## src/rtl/riscv_defines.sv

```systemverilog
// Shared RISC-V definitions: CSR op encodings, widths and the CSR request payload.
package riscv_defines;

    localparam int unsigned CSR_ADDR_W = 12;
    localparam int unsigned XLEN       = 32;
    localparam int unsigned CSR_OP_W   = 2;

    localparam logic [CSR_OP_W-1:0] CSR_OP_NONE  = 2'b00;
    localparam logic [CSR_OP_W-1:0] CSR_OP_WRITE = 2'b01;
    localparam logic [CSR_OP_W-1:0] CSR_OP_SET   = 2'b10;
    localparam logic [CSR_OP_W-1:0] CSR_OP_CLEAR = 2'b11;

    // One access as presented to the CSR file
    typedef struct packed {
        logic [CSR_ADDR_W-1:0] addr;
        logic [XLEN-1:0]       wdata;
        logic [CSR_OP_W-1:0]   op;
    } csr_req_t;

endpackage

```

## src/rtl/riscv_csr_arbiter.sv

```systemverilog
// Arbitrates a single CSR file port between the core and the debug module.
// The core normally wins; debug wins when the core is idle or after debug has
// lost MAX_DBG_WAIT consecutive cycles. Debug responses are held until consumed.
//
// Ports:
//   clk, rst_n                      clock, async active-low reset
//   core_req_i/addr/wdata/op        core CSR request
//   core_gnt_o                      core access performed this cycle (comb)
//   core_rvalid_o, core_rdata_o     core read response, one cycle after grant
//   dbg_req_i/addr/wdata/we         debug CSR request
//   dbg_gnt_o                       debug access performed this cycle (comb)
//   dbg_rvalid_o, dbg_rdata_o       held debug response
//   dbg_rready_i                    debug consumes response
//   csr_access_o/addr/wdata/op      CSR file access (comb)
//   csr_rdata_i                     combinational CSR read data
module riscv_csr_arbiter
    import riscv_defines::*;
#(
    parameter int unsigned MAX_DBG_WAIT = 4
) (
    input  logic                  clk,
    input  logic                  rst_n,

    input  logic                  core_req_i,
    input  logic [CSR_ADDR_W-1:0] core_addr_i,
    input  logic [XLEN-1:0]       core_wdata_i,
    input  logic [CSR_OP_W-1:0]   core_op_i,
    output logic                  core_gnt_o,
    output logic                  core_rvalid_o,
    output logic [XLEN-1:0]       core_rdata_o,

    input  logic                  dbg_req_i,
    input  logic [CSR_ADDR_W-1:0] dbg_addr_i,
    input  logic [XLEN-1:0]       dbg_wdata_i,
    input  logic                  dbg_we_i,
    output logic                  dbg_gnt_o,
    output logic                  dbg_rvalid_o,
    output logic [XLEN-1:0]       dbg_rdata_o,
    input  logic                  dbg_rready_i,

    output logic                  csr_access_o,
    output logic [CSR_ADDR_W-1:0] csr_addr_o,
    output logic [XLEN-1:0]       csr_wdata_o,
    output logic [CSR_OP_W-1:0]   csr_op_o,
    input  logic [XLEN-1:0]       csr_rdata_i
);

    localparam int unsigned CNT_W = 4;
    localparam logic [CNT_W-1:0] WAIT_MAX = CNT_W'(MAX_DBG_WAIT);

    localparam logic [0:0] ST_IDLE    = 1'b0;
    localparam logic [0:0] ST_DBG_RSP = 1'b1;

    logic [0:0]       r_state;
    logic [0:0]       w_state_nxt;
    logic [CNT_W-1:0] r_wait_cnt;
    logic [CNT_W-1:0] w_wait_cnt_nxt;

    logic             w_dbg_elig;
    logic             w_dbg_gnt;
    logic             w_core_gnt;
    csr_req_t         w_csr_req;

    logic             r_core_rvalid;
    logic [XLEN-1:0]  r_core_rdata;
    logic [XLEN-1:0]  r_dbg_rdata;

    // Grant decision: debug only when eligible and core idle or debug starved
    always_comb begin
        w_dbg_elig = 1'b0;
        w_dbg_gnt  = 1'b0;
        w_core_gnt = 1'b0;
        w_dbg_elig = dbg_req_i && (r_state == ST_IDLE);
        w_dbg_gnt  = w_dbg_elig && (!core_req_i || (r_wait_cnt == WAIT_MAX));
        w_core_gnt = core_req_i && !w_dbg_gnt;
    end

    // CSR port mux; with no grant the core fields pass through with op NONE
    always_comb begin
        w_csr_req = '{addr: core_addr_i, wdata: core_wdata_i, op: CSR_OP_NONE};
        if (w_dbg_gnt) begin
            w_csr_req.addr  = dbg_addr_i;
            w_csr_req.wdata = dbg_wdata_i;
            w_csr_req.op    = dbg_we_i ? CSR_OP_WRITE : CSR_OP_NONE;
        end else if (w_core_gnt) begin
            w_csr_req.op    = core_op_i;
        end
    end

    assign core_gnt_o    = w_core_gnt;
    assign dbg_gnt_o     = w_dbg_gnt;
    assign csr_access_o  = w_core_gnt || w_dbg_gnt;
    assign csr_addr_o    = w_csr_req.addr;
    assign csr_wdata_o   = w_csr_req.wdata;
    assign csr_op_o      = w_csr_req.op;

    assign core_rvalid_o = r_core_rvalid;
    assign core_rdata_o  = r_core_rdata;
    assign dbg_rvalid_o  = (r_state == ST_DBG_RSP);
    assign dbg_rdata_o   = r_dbg_rdata;

    // Next state and starvation counter (counter holds while a response is pending)
    always_comb begin
        w_state_nxt    = r_state;
        w_wait_cnt_nxt = r_wait_cnt;
        case (r_state)
            ST_IDLE:    if (w_dbg_gnt)    w_state_nxt = ST_DBG_RSP;
            ST_DBG_RSP: if (dbg_rready_i) w_state_nxt = ST_IDLE;
            default:                      w_state_nxt = ST_IDLE;
        endcase
        if (w_dbg_gnt) begin
            w_wait_cnt_nxt = '0;
        end else if (w_dbg_elig && (r_wait_cnt < WAIT_MAX)) begin
            w_wait_cnt_nxt = r_wait_cnt + CNT_W'(1);
        end
    end

    // State register
    always_ff @(posedge clk or negedge rst_n) begin
        if (!rst_n) begin
            r_state    <= ST_IDLE;
            r_wait_cnt <= '0;
        end else begin
            r_state    <= w_state_nxt;
            r_wait_cnt <= w_wait_cnt_nxt;
        end
    end

    // Response registers; debug data captures pre-write CSR value on grant
    always_ff @(posedge clk or negedge rst_n) begin
        if (!rst_n) begin
            r_core_rvalid <= 1'b0;
            r_core_rdata  <= '0;
            r_dbg_rdata   <= '0;
        end else begin
            r_core_rvalid <= w_core_gnt;
            if (w_core_gnt) r_core_rdata <= csr_rdata_i;
            if (w_dbg_gnt)  r_dbg_rdata  <= csr_rdata_i;
        end
    end

endmodule

```

## config.mk

```make
export PLATFORM = sky130hd
export DESIGN_NAME = riscv_csr_arbiter
export DESIGN_NICKNAME = d
export VERILOG_FILES = /design/src/rtl/riscv_defines.sv /design/src/rtl/riscv_csr_arbiter.sv
export SDC_FILE = /design/constraint.sdc
export NUM_CORES = 1
export LEC_CHECK = 0
export ABC_AREA = 1
export CAP_MARGIN = 15
export CORE_MARGIN = 5
export CORE_UTILIZATION = 35
export CTS_BUF_LIST = sky130_fd_sc_hd__clkbuf_16
export DETAILED_ROUTE_END_ITERATION = 7
export PLACE_DENSITY = 0.79
export RECOVER_POWER = 50
export SYNTH_ARGS = -nofsm -noshare
export SYNTH_HDL_FRONTEND = slang
export SYNTH_SLANG_ARGS = --single-unit
```

## constraint.sdc

```tcl
create_clock -name clk -period 2.4 [get_ports clk]
set_input_delay 0.48 -clock clk [delete_from_list [all_inputs] [get_ports clk]]
set_output_delay 0.48 -clock clk [all_outputs]
set_load 0.01 [all_outputs]
```

# Yosys cells after proc, flatten, opt, wreduce, memory -nomap -nowiden
# Index checks and enable logic that the tools add are counted.
[classes]
addsub = 1
n_lt_le_gt_ge = 1
eq_ne = 1
n_mux = 9
bitwise = 1
n_reduce_logical = 9
[ops]
columns = ["op", "count"]
rows = [
  ["2-to-1 mux 44 bit", 1],
  ["2-to-1 mux 4 bit", 2],
  ["adder 4 x 1 -> 4 bit, second input constant", 1],
  ["equality test 4 x 3 -> 1 bit, second input constant", 1],
  ["logical AND 1 bit", 4],
  ["< comparator 4 x 3 -> 1 bit, second input constant", 1],
  ["2-to-1 mux 2 bit", 2],
  ["2-to-1 mux 1 bit", 3],
  ["zero test 1 bit", 2],
  ["logical OR 1 bit", 2],
  ["case mux 1 bit (2 select lines)", 1],
  ["nonzero test 2 bit", 1],
  ["NOT 1 bit", 1],
]
[totals]
register_bits = 70
word_cells = 27

# Depth between registers and ports, before layout
[logic_depth]
word_depth = 7
ltp_mapped = 9
ltp_nobuf = 8

# Worst setup path after synthesis
# No wires, ideal clock.
[synth_timing]
path_kind = "flip-flop to output port"
from = "register r_wait_cnt[0]"
to = "output csr_wdata_o[12]"
arrival_time_ps = 1228
required_time_ps = 1920
path_slack_ps = 692
stages_incl_launch_ff = 9
path_buffers = 2
path_cell_list = "dfrtp_1 -> inv_1 -> ha_1 -> nand3_2 -> nand2_4 -> buf_6 -> buf_8 -> nand3_2 -> nand2_1"
[synth_via]
elab_chain_len = 4
[synth_lines]
columns = ["item", "line", "rtl"]
rows = [
  ["from (decl)", "riscv_csr_arbiter.sv:56", "logic [CNT_W-1:0] r_wait_cnt;"],
  ["from (signal assigned)", "riscv_csr_arbiter.sv:125", "r_wait_cnt <= w_wait_cnt_nxt;"],
  ["equality test 4 x 3 -> 1 bit", "riscv_csr_arbiter.sv:74", "w_dbg_gnt = w_dbg_elig && (!core_req_i || (r_wait_cnt == WAIT_MAX));"],
  ["logical OR 1 bit", "riscv_csr_arbiter.sv:74", ""],
  ["logical AND 1 bit", "riscv_csr_arbiter.sv:74", ""],
  ["2-to-1 mux 44 bit", "riscv_csr_arbiter.sv:81", "if (w_dbg_gnt) begin"],
  ["to (decl)", "riscv_csr_arbiter.sv:43", "output logic [XLEN-1:0] csr_wdata_o,"],
]
# No other way between the ends.

# Final worst setup path
[layout_timing]
from = "input dbg_req_i"
to = "output csr_wdata_o[2]"
[layout_via]
elab_chain_len = 3
[layout_lines]
columns = ["item", "line", "rtl"]
rows = [
  ["from (decl)", "riscv_csr_arbiter.sv:32", "input logic dbg_req_i,"],
  ["logical AND 1 bit", "riscv_csr_arbiter.sv:73", "w_dbg_elig = dbg_req_i && (r_state == ST_IDLE);"],
  ["logical AND 1 bit", "riscv_csr_arbiter.sv:74", ""],
  ["2-to-1 mux 44 bit", "riscv_csr_arbiter.sv:81", ""],
]
# No other way between the ends.

==> impl_metrics.toml <==
[cts]
clk_latency_ns = 0.32
hold_buffers = 0
ctsHtreeMaxLevel = 3
cts.sinks = 70
cts.path.max_buffers = 2
cts_root_buf = "clkbuf_16"
cts_made_buffers = 9
cts_tree = "built"
clk_pin_slew_ns = 0.05

[setup_path]
start_kind = "input port"
slowest_delay_ns = 0.45
r2r-end = "dbg_rdata_o[5]"
cp.arrival_ns = 1.87
crit_slowest_cell = "clkdlybuf4s50_1"
cp-end-kind = "output port"
cp_top_family = "buffers and inverters"
reg2reg_setup_slack_ns = 0.72
timing.rr.start = "r_wait_cnt[0]"
cp-startpoint = "dbg_req_i"
worst-path-max-fanout = 19
cp.required_ns = 1.92
cp_num_buf_inv = 5
rr_worst_depth = 9
crit_chain = "clkdlybuf4s50_1 > inv_1 > nor2_4 > buf_12 > nand2_8 > buf_12 > nand2_1 > nand2_1 > dlygate4sd2_1"
path_class = "input port to output port"

[drt]
met1_length_mm = 5.10
drtPass1Iterations = 4
num_vias = 4172
drc_errors = 0
viasPerCell = 4.79
wl_met3_mm = 1.06
wirelength_mm = 13.5
dr_wl_met2_mm = 7.13
wl_per_cell_um = 15.5
top_layer = "met4"
drt_iter0_drc = 259
detail-route-antenna-nets = 0

[timing]
setup_slack_ns = 0.0488
report.final.hold_viol_count = 0
fin_hold_ws_ns = 0.467
fin_skew_ns = 0.00438
max_clock_freq_ghz = 0.425
timing.final.crit_share_pct = 98.0
slew_violations = 36
grt_setup_unrepaired = "yes"
finalSetupViolCount = 0
tightest_slew_ns = 1.94
max_slew_margin_pct = -29.1
period_needed_ns = 2.35

[global_route]
grt_pass1_vias = 4376
grt_usage_pct = 21.0
grt_max_degree = 37
grt_overflow_total = 0
antenna_found_initial = 0
grt_pass1_wl_mm = 21.5

[floorplan]
dieArea_um2 = 12500
chipWidth_um = 112
die_h_um = 112
io_pins = 243
start_util_pct = 35.6
coreArea_um2 = 10200
row_count = 37

[power]
p_leak_nw = 3.37
p_per_area_nw_per_um2 = 826
ir_worst_vdd_mv = 0.404
total_power_mw = 5.58
p_comb_share_pct = 41.2
internal-power_mw = 3.85
p_clk_share_pct = 28.7
pwr-share-seq_pct = 30.1
swShare_pct = 30.9
switchingPower_mw = 1.73

[synthesis]
synth-seq-cells = 70
yosysWarnings = 0
yosysSeqAreaShare_pct = 48.1
syn_inst = 471
syn-cell-area_um2 = 3640
synth_area_per_cell_um2 = 7.73
yosysUniqueCellTypes = 19
synth_nets = 601

[flow_run]
timing.max_cap.violations = 1

[cells_and_area]
fin_nets = 860
fin_cells = 871
diodes = 0
drive_gt1_share_pct = 13.3
area_delta_synth_final_pct = 85.6
fillers = 867
final_common_cell = "nand2_1"
mostFrequentLayoutCells = "nand2_1 (227), clkdlybuf4s50_1 (191), nand3_1 (103)"

[min_path]
min_from = "core_rdata_o[14]"
holdPathEnd = "core_rdata_o[14]"
min_path_type = "register to register"
holdPathStages = 2

[run_status]
violations = "max-capacitance violations, max-slew violations"
status = "complete, but fails checks"

[place]
dp_hpwl_mm = 10.7
globalplace.congestion = 0.794
io_buffers = 242
post-place-ws_ns = -0.232
dpl.cell_count = 844
==> logic make-up after synthesis <==
kind of cell	synth area share [%]
AO/OA/AOI/OAI	0.137
adder cells (fa/ha/maj)	0.687
flip-flops	48.1
AND/OR/NAND/NOR	42.8
buffers and inverters	8.25
==> power by group through the flow <==
stage / Sequential [mW] / Clock (mW) / Combinational, mW
2_1_floorplan: 1.81 / 0 / 0.780
3_3_place_gp: 1.68 / 0 / 2.19
3_5_place_dp: 1.69 / 0 / 2.24
4_1_cts: 1.68 / 1.63 / 2.30
5_1_grt: 1.72 / 1.69 / 2.49
6_report: 1.68 / 1.60 / 2.30
==> tightest hold or removal path, delay by kind of cell (launching register included) <==
family	cells	cell delay, ns
AND/OR/NAND/NOR	2	0.10
flip-flops	1	0.34
==> registers in the layout, indices dropped and copies added (netlist names) <==
signal and count:
dbg_rvalid_o 1, core_rdata_o 32, core_rvalid_o 1, r_wait_cnt 4
dbg_rdata_o 32
==> layer usage <==
metal,GRT usage (%),up-vias
li1,-,2018
met3,5.49,20
met4,6.17,0
met1,23.7,1952
met5,0,-
met2,38.8,182
==> synth_stat cells (all sizes together) <==
master	count	share of area, %
o21ai	1	0.14
dfrtp	70	48
nand2	230	24
nor2	4	0.62
clkbuf	1	0.10
or2	1	0.17
buf	34	6.8
nand3	115	18
inv	13	1.3
ha	2	0.69
==> per-stage QoR <==
stage | setup TNS [ns] | instance area, um^2 | util (%)
after floorplan | 0 | 3640 | -
after detailed placement | -9.48 | 6310 | 61.7
after CTS | 0 | 6730 | 65.8
final | 0 | 6750 | 66.0
after global routing | -0.00368 | 6750 | 66.0
after global placement | -9.24 | 6310 | 61.7
==> layout make-up <==
class,instances,area (um^2),area share (%)
Inverter,13,48.8,0.722
Clock buffer,9,225,3.33
Clock inverter,7,138,2.04
Multi-Input combinational cell,353,1630,24.1
Sequential cell,70,1750,25.9
Timing Repair Buffer,283,2800,41.4
Tap cell,136,170,2.52
==> how the worst max path moves through the flow <==
stage                                  to  slack [ns]  depth (start not counted)
after CTS                  csr_wdata_o[1]       0.002                          9
after global placement      csr_addr_o[5]       -0.21                          9
final                      csr_wdata_o[2]        0.05                          9
after global routing       csr_wdata_o[2]      -0.002                          9
after floorplan           csr_wdata_o[12]        0.69                          8
after detailed placement   csr_addr_o[10]       -0.23                          9
==> what timing repair did <==
| item | in CTS | in global routing |
|---|---|---|
| resized for setup | 114 | 24 |
| pin swaps | 3 | 1 |
| buffers inserted | 9 | 1 |
| gates cloned | 2 | 0 |
| endpoints found under the setup margin | 49 | 38 |
Power figures use the tool's default switching activity.
